File: src/rtl/bank_pkg.sv
// rtl/bank_pkg.sv - shared state encoding, parameter defaults and clog2 helper for the door interlock
package bank_pkg;

  localparam logic [1:0] ST_IDLE  = 2'd0;
  localparam logic [1:0] ST_OPEN  = 2'd1;
  localparam logic [1:0] ST_HOLD  = 2'd2;
  localparam logic [1:0] ST_FAULT = 2'd3;

  localparam int DEF_N_DOORS     = 2;
  localparam int DEF_PERIOD_CYC  = 240000;
  localparam int DEF_POS_OPEN    = 27000;
  localparam int DEF_POS_LOCK    = 77000;
  localparam int DEF_STEP        = 5000;
  localparam int DEF_DEB_CYC     = 120000;
  localparam int DEF_HOLD_FRAMES = 25;

  function automatic int clog2(input int v);
    int r;
    r = 0;
    while ((1 << r) < v) r++;
    return r;
  endfunction

endpackage

File: src/rtl/switch_debounce.sv
// rtl/switch_debounce.sv - two-flop synchroniser plus stability-time debounce for one door sensor
module switch_debounce
  import bank_pkg::*;
#(
  parameter int DEB_CYC = DEF_DEB_CYC
) (
  input  logic clk,
  input  logic rst_n,
  input  logic raw,
  output logic deb
);

  localparam int CW = clog2(DEB_CYC + 1);

  logic          sync1;
  logic          sync2;
  logic [CW-1:0] cnt;

  // cnt counts consecutive cycles the synchronised input disagrees with deb
  always_ff @(posedge clk or negedge rst_n) begin
    if (!rst_n) begin
      sync1 <= 1'b0;
      sync2 <= 1'b0;
      deb   <= 1'b0;
      cnt   <= '0;
    end else begin
      sync1 <= raw;
      sync2 <= sync1;
      if (sync2 == deb) begin
        cnt <= '0;
      end else if (cnt == CW'(DEB_CYC - 1)) begin
        deb <= sync2;
        cnt <= '0;
      end else begin
        cnt <= cnt + CW'(1);
      end
    end
  end

endmodule

File: src/rtl/interlock_servo_ctrl.sv
// rtl/interlock_servo_ctrl.sv - single-owner door interlock driving slew-limited lock servos
module interlock_servo_ctrl
  import bank_pkg::*;
#(
  parameter int N_DOORS     = DEF_N_DOORS,
  parameter int PERIOD_CYC  = DEF_PERIOD_CYC,
  parameter int POS_OPEN    = DEF_POS_OPEN,
  parameter int POS_LOCK    = DEF_POS_LOCK,
  parameter int STEP        = DEF_STEP,
  parameter int DEB_CYC     = DEF_DEB_CYC,
  parameter int HOLD_FRAMES = DEF_HOLD_FRAMES
) (
  input  logic                        clk,
  input  logic                        rst_n,
  input  logic [N_DOORS-1:0]          switches,
  output logic [N_DOORS-1:0]          servo,
  output logic                        alarm,
  output logic [clog2(N_DOORS)-1:0]   owner,
  output logic [1:0]                  state
);

  localparam int OW = clog2(N_DOORS);
  localparam int PW = clog2(PERIOD_CYC + 1);
  localparam int HW = clog2(HOLD_FRAMES + 1);

  localparam logic [PW-1:0] OPEN_W = PW'(POS_OPEN);
  localparam logic [PW-1:0] LOCK_W = PW'(POS_LOCK);
  localparam logic [PW-1:0] STEP_W = PW'(STEP);
  localparam logic [PW-1:0] LAST_W = PW'(PERIOD_CYC - 1);

  if (POS_OPEN > PERIOD_CYC || POS_LOCK > PERIOD_CYC) begin : g_bad_pos
    $error("POS_OPEN and POS_LOCK must not exceed PERIOD_CYC");
  end

  logic [N_DOORS-1:0] deb;
  logic [PW-1:0]      cnt;
  logic               frame_end;
  logic [PW-1:0]      pos [N_DOORS];
  logic [PW-1:0]      tgt [N_DOORS];
  logic [HW-1:0]      hold_cnt;
  logic [HW-1:0]      hold_n;
  logic [1:0]         state_n;
  logic [OW-1:0]      owner_n;
  logic [OW-1:0]      first_idx;
  logic [N_DOORS-1:0] owner_mask;
  int                 n_open;

  for (genvar g = 0; g < N_DOORS; g++) begin : g_deb
    switch_debounce #(.DEB_CYC(DEB_CYC)) u_deb (
      .clk   (clk),
      .rst_n (rst_n),
      .raw   (switches[g]),
      .deb   (deb[g])
    );
  end

  assign frame_end = (cnt == LAST_W);
  assign alarm     = (state == ST_FAULT);

  always_comb begin
    n_open     = 0;
    first_idx  = '0;
    owner_mask = '0;
    for (int i = 0; i < N_DOORS; i++) begin
      n_open = n_open + int'(deb[i]);
      if (deb[i]) first_idx = OW'(i);
    end
    owner_mask[owner] = 1'b1;

    state_n = state;
    owner_n = owner;
    hold_n  = hold_cnt;
    case (state)
      ST_IDLE: begin
        if (n_open == 1) begin
          state_n = ST_OPEN;
          owner_n = first_idx;
        end else if (n_open > 1) begin
          state_n = ST_FAULT;
        end
      end
      ST_OPEN: begin
        if ((deb & ~owner_mask) != '0) begin
          state_n = ST_FAULT;
        end else if (deb == '0) begin
          state_n = ST_HOLD;
          hold_n  = '0;
        end
      end
      ST_HOLD: begin
        if (deb != '0) begin
          state_n = ST_FAULT;
          hold_n  = '0;
        end else if (frame_end) begin
          if (hold_cnt == HW'(HOLD_FRAMES - 1)) begin
            state_n = ST_IDLE;
            hold_n  = '0;
          end else begin
            hold_n = hold_cnt + HW'(1);
          end
        end
      end
      default: begin
        if (deb == '0) begin
          state_n = ST_HOLD;
          hold_n  = '0;
        end
      end
    endcase
  end

  always_comb begin
    for (int i = 0; i < N_DOORS; i++) begin
      tgt[i] = (state == ST_IDLE || (state == ST_OPEN && owner == OW'(i))) ? OPEN_W : LOCK_W;
    end
  end

  always_ff @(posedge clk or negedge rst_n) begin
    if (!rst_n) begin
      state    <= ST_IDLE;
      owner    <= '0;
      hold_cnt <= '0;
      cnt      <= '0;
    end else begin
      state    <= state_n;
      owner    <= owner_n;
      hold_cnt <= hold_n;
      cnt      <= frame_end ? '0 : cnt + PW'(1);
    end
  end

  // Positions only move on the frame boundary so a pulse is never cut short mid-frame
  always_ff @(posedge clk or negedge rst_n) begin
    if (!rst_n) begin
      servo <= '0;
      for (int i = 0; i < N_DOORS; i++) pos[i] <= OPEN_W;
    end else begin
      for (int i = 0; i < N_DOORS; i++) begin
        servo[i] <= (cnt < pos[i]);
        if (frame_end) begin
          if (pos[i] < tgt[i]) begin
            pos[i] <= (tgt[i] - pos[i] > STEP_W) ? pos[i] + STEP_W : tgt[i];
          end else if (pos[i] > tgt[i]) begin
            pos[i] <= (pos[i] - tgt[i] > STEP_W) ? pos[i] - STEP_W : tgt[i];
          end
        end
      end
    end
  end

endmodule
File: config.mk
export PLATFORM = sky130hd
export DESIGN_NAME = interlock_servo_ctrl
export DESIGN_NICKNAME = d
export VERILOG_FILES = /design/src/rtl/bank_pkg.sv /design/src/rtl/switch_debounce.sv /design/src/rtl/interlock_servo_ctrl.sv
export SDC_FILE = /design/constraint.sdc
export NUM_CORES = 1
export LEC_CHECK = 0
export BUFFER_PORTS_ARGS = -buffer_cell sky130_fd_sc_hd__buf_2
export CAP_MARGIN = 0
export CORE_MARGIN = 10
export CORE_UTILIZATION = 25
export DETAILED_ROUTE_END_ITERATION = 10
export GPL_TIMING_DRIVEN = 0
export HOLD_SLACK_MARGIN = 0.15
export REMOVE_ABC_BUFFERS = 1
export SETUP_SLACK_MARGIN = 0.4
export SLEW_MARGIN = 20
export SYNTH_ARGS = -nofsm -noshare
export SYNTH_HDL_FRONTEND = slang
export SYNTH_SLANG_ARGS = --single-unit
File: constraint.sdc
create_clock -name clk -period 9 [get_ports clk]
set_clock_uncertainty 0.2 [all_clocks]
set_input_delay 2.7 -clock clk [delete_from_list [all_inputs] [get_ports clk]]
set_output_delay 2.7 -clock clk [all_outputs]
set_load 0.1 [all_outputs]
==> metrics.yaml <==
run_status:
  status: "finished clean"
final_layout:
  stdcell_area_um2: 9450
  diodes: 0
  area_delta_synth_final_pct: 8.19
  nets: 1118
  drive_gt1_frac: 0.0709
timing:
  hold_viol_final: 0
  slew-limit-headroom: 0.270
  finalSetupTns_ns: 0
  timing.hold.ws_ns: 0.151
  worst_pin_slew_ns: 1.10
  maxSlewViolCount: 0
  min_period_ns: 5.56
  fmax_mhz: 180
  rsz0062_at_grt: "no"
  period_share: 0.618
  finalSetupViolations: 0
die:
  die_y_um: 207
  start_util: 0.253
  rows: 68
  dieArea_um2: 42800
  ioPinCount: 10
  die_width_um: 207
  coreArea_um2: 34500
hold_path:
  hold_path_class: "register to register"
  min_path_cells: 0
  hold_end: "g_deb[1].u_deb.sync2$_DFF_PN0_"
  worstHoldStart: "g_deb[1].u_deb.sync1$_DFF_PN0_"
flow_run:
  drv_cap: 0
critical_path:
  reg2regPathDepth: 12
  rr_startpoint: "state[0]$_DFFE_PN0P_"
  endpoint_kind: "register"
  reg2reg_setup_slack_ns: 3.44
  critPathKind: "register to register"
  timing.rr.end: "pos[25]$_DFFE_PN0P_"
  crit_arrival_ns: 5.65
  crit_required_ns: 9.09
  critPathMaxFanout: 17
  startpoint_type: "register"
place:
  portBuffers: 9
  placed_cell_area_um2: 9170
  hpwl_um: 15600
  gp_congestion: 0.865
drt:
  via_per_inst: 5.15
  via_count: 7721
  drtIter0Drc: 422
  wl_um: 21300
  ant_nets: 0
  drc: 0
  dr.pass1.iters: 4
  wire_per_inst_um: 14.2
power:
  leakage_uw: 0.00387
  ir_drop_mv: 0.0915
  powerDensity_nw_per_um2: 89.3
clock_network:
  worst_skew_pair.late_latency_ns: 0.35
  clockBufferDepth: 2
  numClockSinks: 98
  tritoncts: "built"
  root_buffer: "clkbuf_16"
  cts.repair.resized: 0
  numCtsBuffers: 9
  h-tree-depth: 3
  hold_buffers: 0
  clkSlewWorstSetupHoldPaths_ns: 0.08
  cts_setup_buffers: 0
grt:
  grt_start_max_net_pins: 67
  grt_pass1_wl_um: 36000
  grt_pass1_vias: 7166
  antenna_found_initial: 0
  grt_overflow: 0
  grt_use_total: 0.0991
synth:
  ys_warn_count: 0
  synthTopCellsByArea: "dfrtp_1 (23%), ha_1 (10%), nor2_1 (4.9%)"
  syn_inst: 1068
  synth-edff-count: 0
  synth_area_um2: 8730
  yosys_register_bits: 98
  synthDistinctLibCells: 96
  synthFlopType: "dfrtp_1"
  synth_seq_area_share: 0.283
  async_flop_share: 1.00
  synth_top_area_cell: "dfrtp_1"
  syn_avg_cell_area_um2: 8.18
  yosysTopAreaCellShare: 0.235
-- sequential cells by signal, indices dropped and copies added, names as in the netlist --
| name | cells |
|---|---|
| g_deb.u_deb.sync2 | 2 |
| servo | 2 |
| hold_cnt | 5 |
| g_deb.u_deb.sync1 | 2 |
| g_deb.u_deb.deb | 2 |
| cnt | 18 |
| owner | 1 |
| pos | 30 |
| state | 2 |
| g_deb.u_deb.cnt | 34 |
-- layer usage --
metal,GRT usage,wire length [um],vias up,share of wire
met4,0.0251,293,0,0.014
met3,0.0148,772,21,0.036
met1,0.141,10700,3669,0.50
met5,0,0,-,0
li1,-,-,3860,-
met2,0.153,9520,171,0.45
-- critical path: stages (launching register included) --
cell       delay [ns]
dfrtp_1          0.52
a21oi_2          0.63
inv_1            0.38
ha_1             0.59
nand3b_1         0.24
a211oi_2         0.37
a211oi_1         0.14
mux2_1           0.32
nor4_1           0.27
nand4_1          0.72
a2bb2oi_1        0.42
nor3_1           0.50
or3_1            0.20
-- synth_stat cells, drive strengths merged (14+ instances only) --
| library cell | count |
|---|---|
| nor2 | 113 |
| dfrtp | 82 |
| nand2 | 81 |
| ha | 73 |
| a21oi | 70 |
| o21ai | 62 |
| inv | 53 |
| nand3 | 51 |
| xnor2 | 36 |
| xor2 | 31 |
| nor3 | 27 |
| clkbuf | 26 |
| nand4 | 25 |
| buf | 24 |
| nand2b | 18 |
| and3 | 17 |
| o21a | 17 |
| or3 | 17 |
| dfstp | 16 |
| and2 | 15 |
| a211oi | 14 |
-- metrics by stage --
stage | util | setup slack (ns) | total power [uW] | instances
2_1_floorplan | - | 4.18 | 459 | 1018
3_3_place_gp | 0.264 | 3.09 | 471 | 1482
3_5_place_dp | 0.265 | 3.50 | 473 | 1483
4_1_cts | 0.274 | 3.44 | 857 | 1499
5_1_grt | 0.274 | 2.92 | 882 | 1499
6_report | 0.274 | 3.44 | 844 | 1499
-- cell families (layout without fill, tap and decap cells) --
family	Yosys count	in the layout	share of synthesized area
buffers and inverters	104	80	0.0486
adders and majority gates	75	75	0.109
and+or+nand+nor	425	425	0.251
DFF	98	98	0.283
AOI/OAI and AO/OA	285	285	0.224
xor gates and xnor gates	67	67	0.0672
muxes	14	14	0.0168
-- power breakdown --
part / internal [uW] / switching, uW / total (uW)
clock network: 194 / 186 / 380
logic: 4.59 / 12.9 / 17.5
registers: 443 / 2.45 / 446
-- cells in the final DEF (no fill, tap or decap), types with 8 or more instances in the layout --
cell type	netlist	final
a2111oi_0	8	8
a211o_1	11	11
a211oi_1	12	12
a21oi_1	69	68
and2_1	15	15
and3_1	17	17
buf_2	21	8
clkbuf_16	0	9
dfrtp_1	82	82
dfstp_2	16	16
ha_1	73	73
inv_1	48	48
mux2i_1	9	9
nand2_1	79	79
nand2b_1	17	17
nand3_1	50	50
nand4_1	25	25
nor2_1	113	113
nor2b_1	11	11
nor3_1	26	26
nor4_1	12	12
o21a_1	16	16
o21ai_0	43	43
o21ai_1	17	17
o22ai_1	9	9
o31ai_1	8	8
or3_1	17	17
xnor2_1	36	36
xor2_1	31	31
-- final cells by class --
class                           instances  area [um^2]
Clock buffer                           10          229
Clock inverter                          6         56.3
Fill cell                            3783        25100
Inverter                               54          203
Multi-Input combinational cell        866         5840
Sequential cell                        98         2470
Tap cell                              455          569
Timing Repair Buffer                   10         78.8
-- worst max path at each step --
stage	start	endpoint	cells after the start
finish	state[0]$_DFFE_PN0P_	pos[25]$_DFFE_PN0P_	12
global route	state[0]$_DFFE_PN0P_	pos[7]$_DFFE_PN0P_	12
CTS	state[0]$_DFFE_PN0P_	pos[7]$_DFFE_PN0P_	12
detailed placement	state[0]$_DFFE_PN0P_	pos[7]$_DFFE_PN0P_	12
global placement	state[0]$_DFFE_PN0P_	pos[25]$_DFFE_PN0P_	12
floorplan	state[0]$_DFFE_PN0P_	alarm	1
Power figures use the tool's default switching activity.
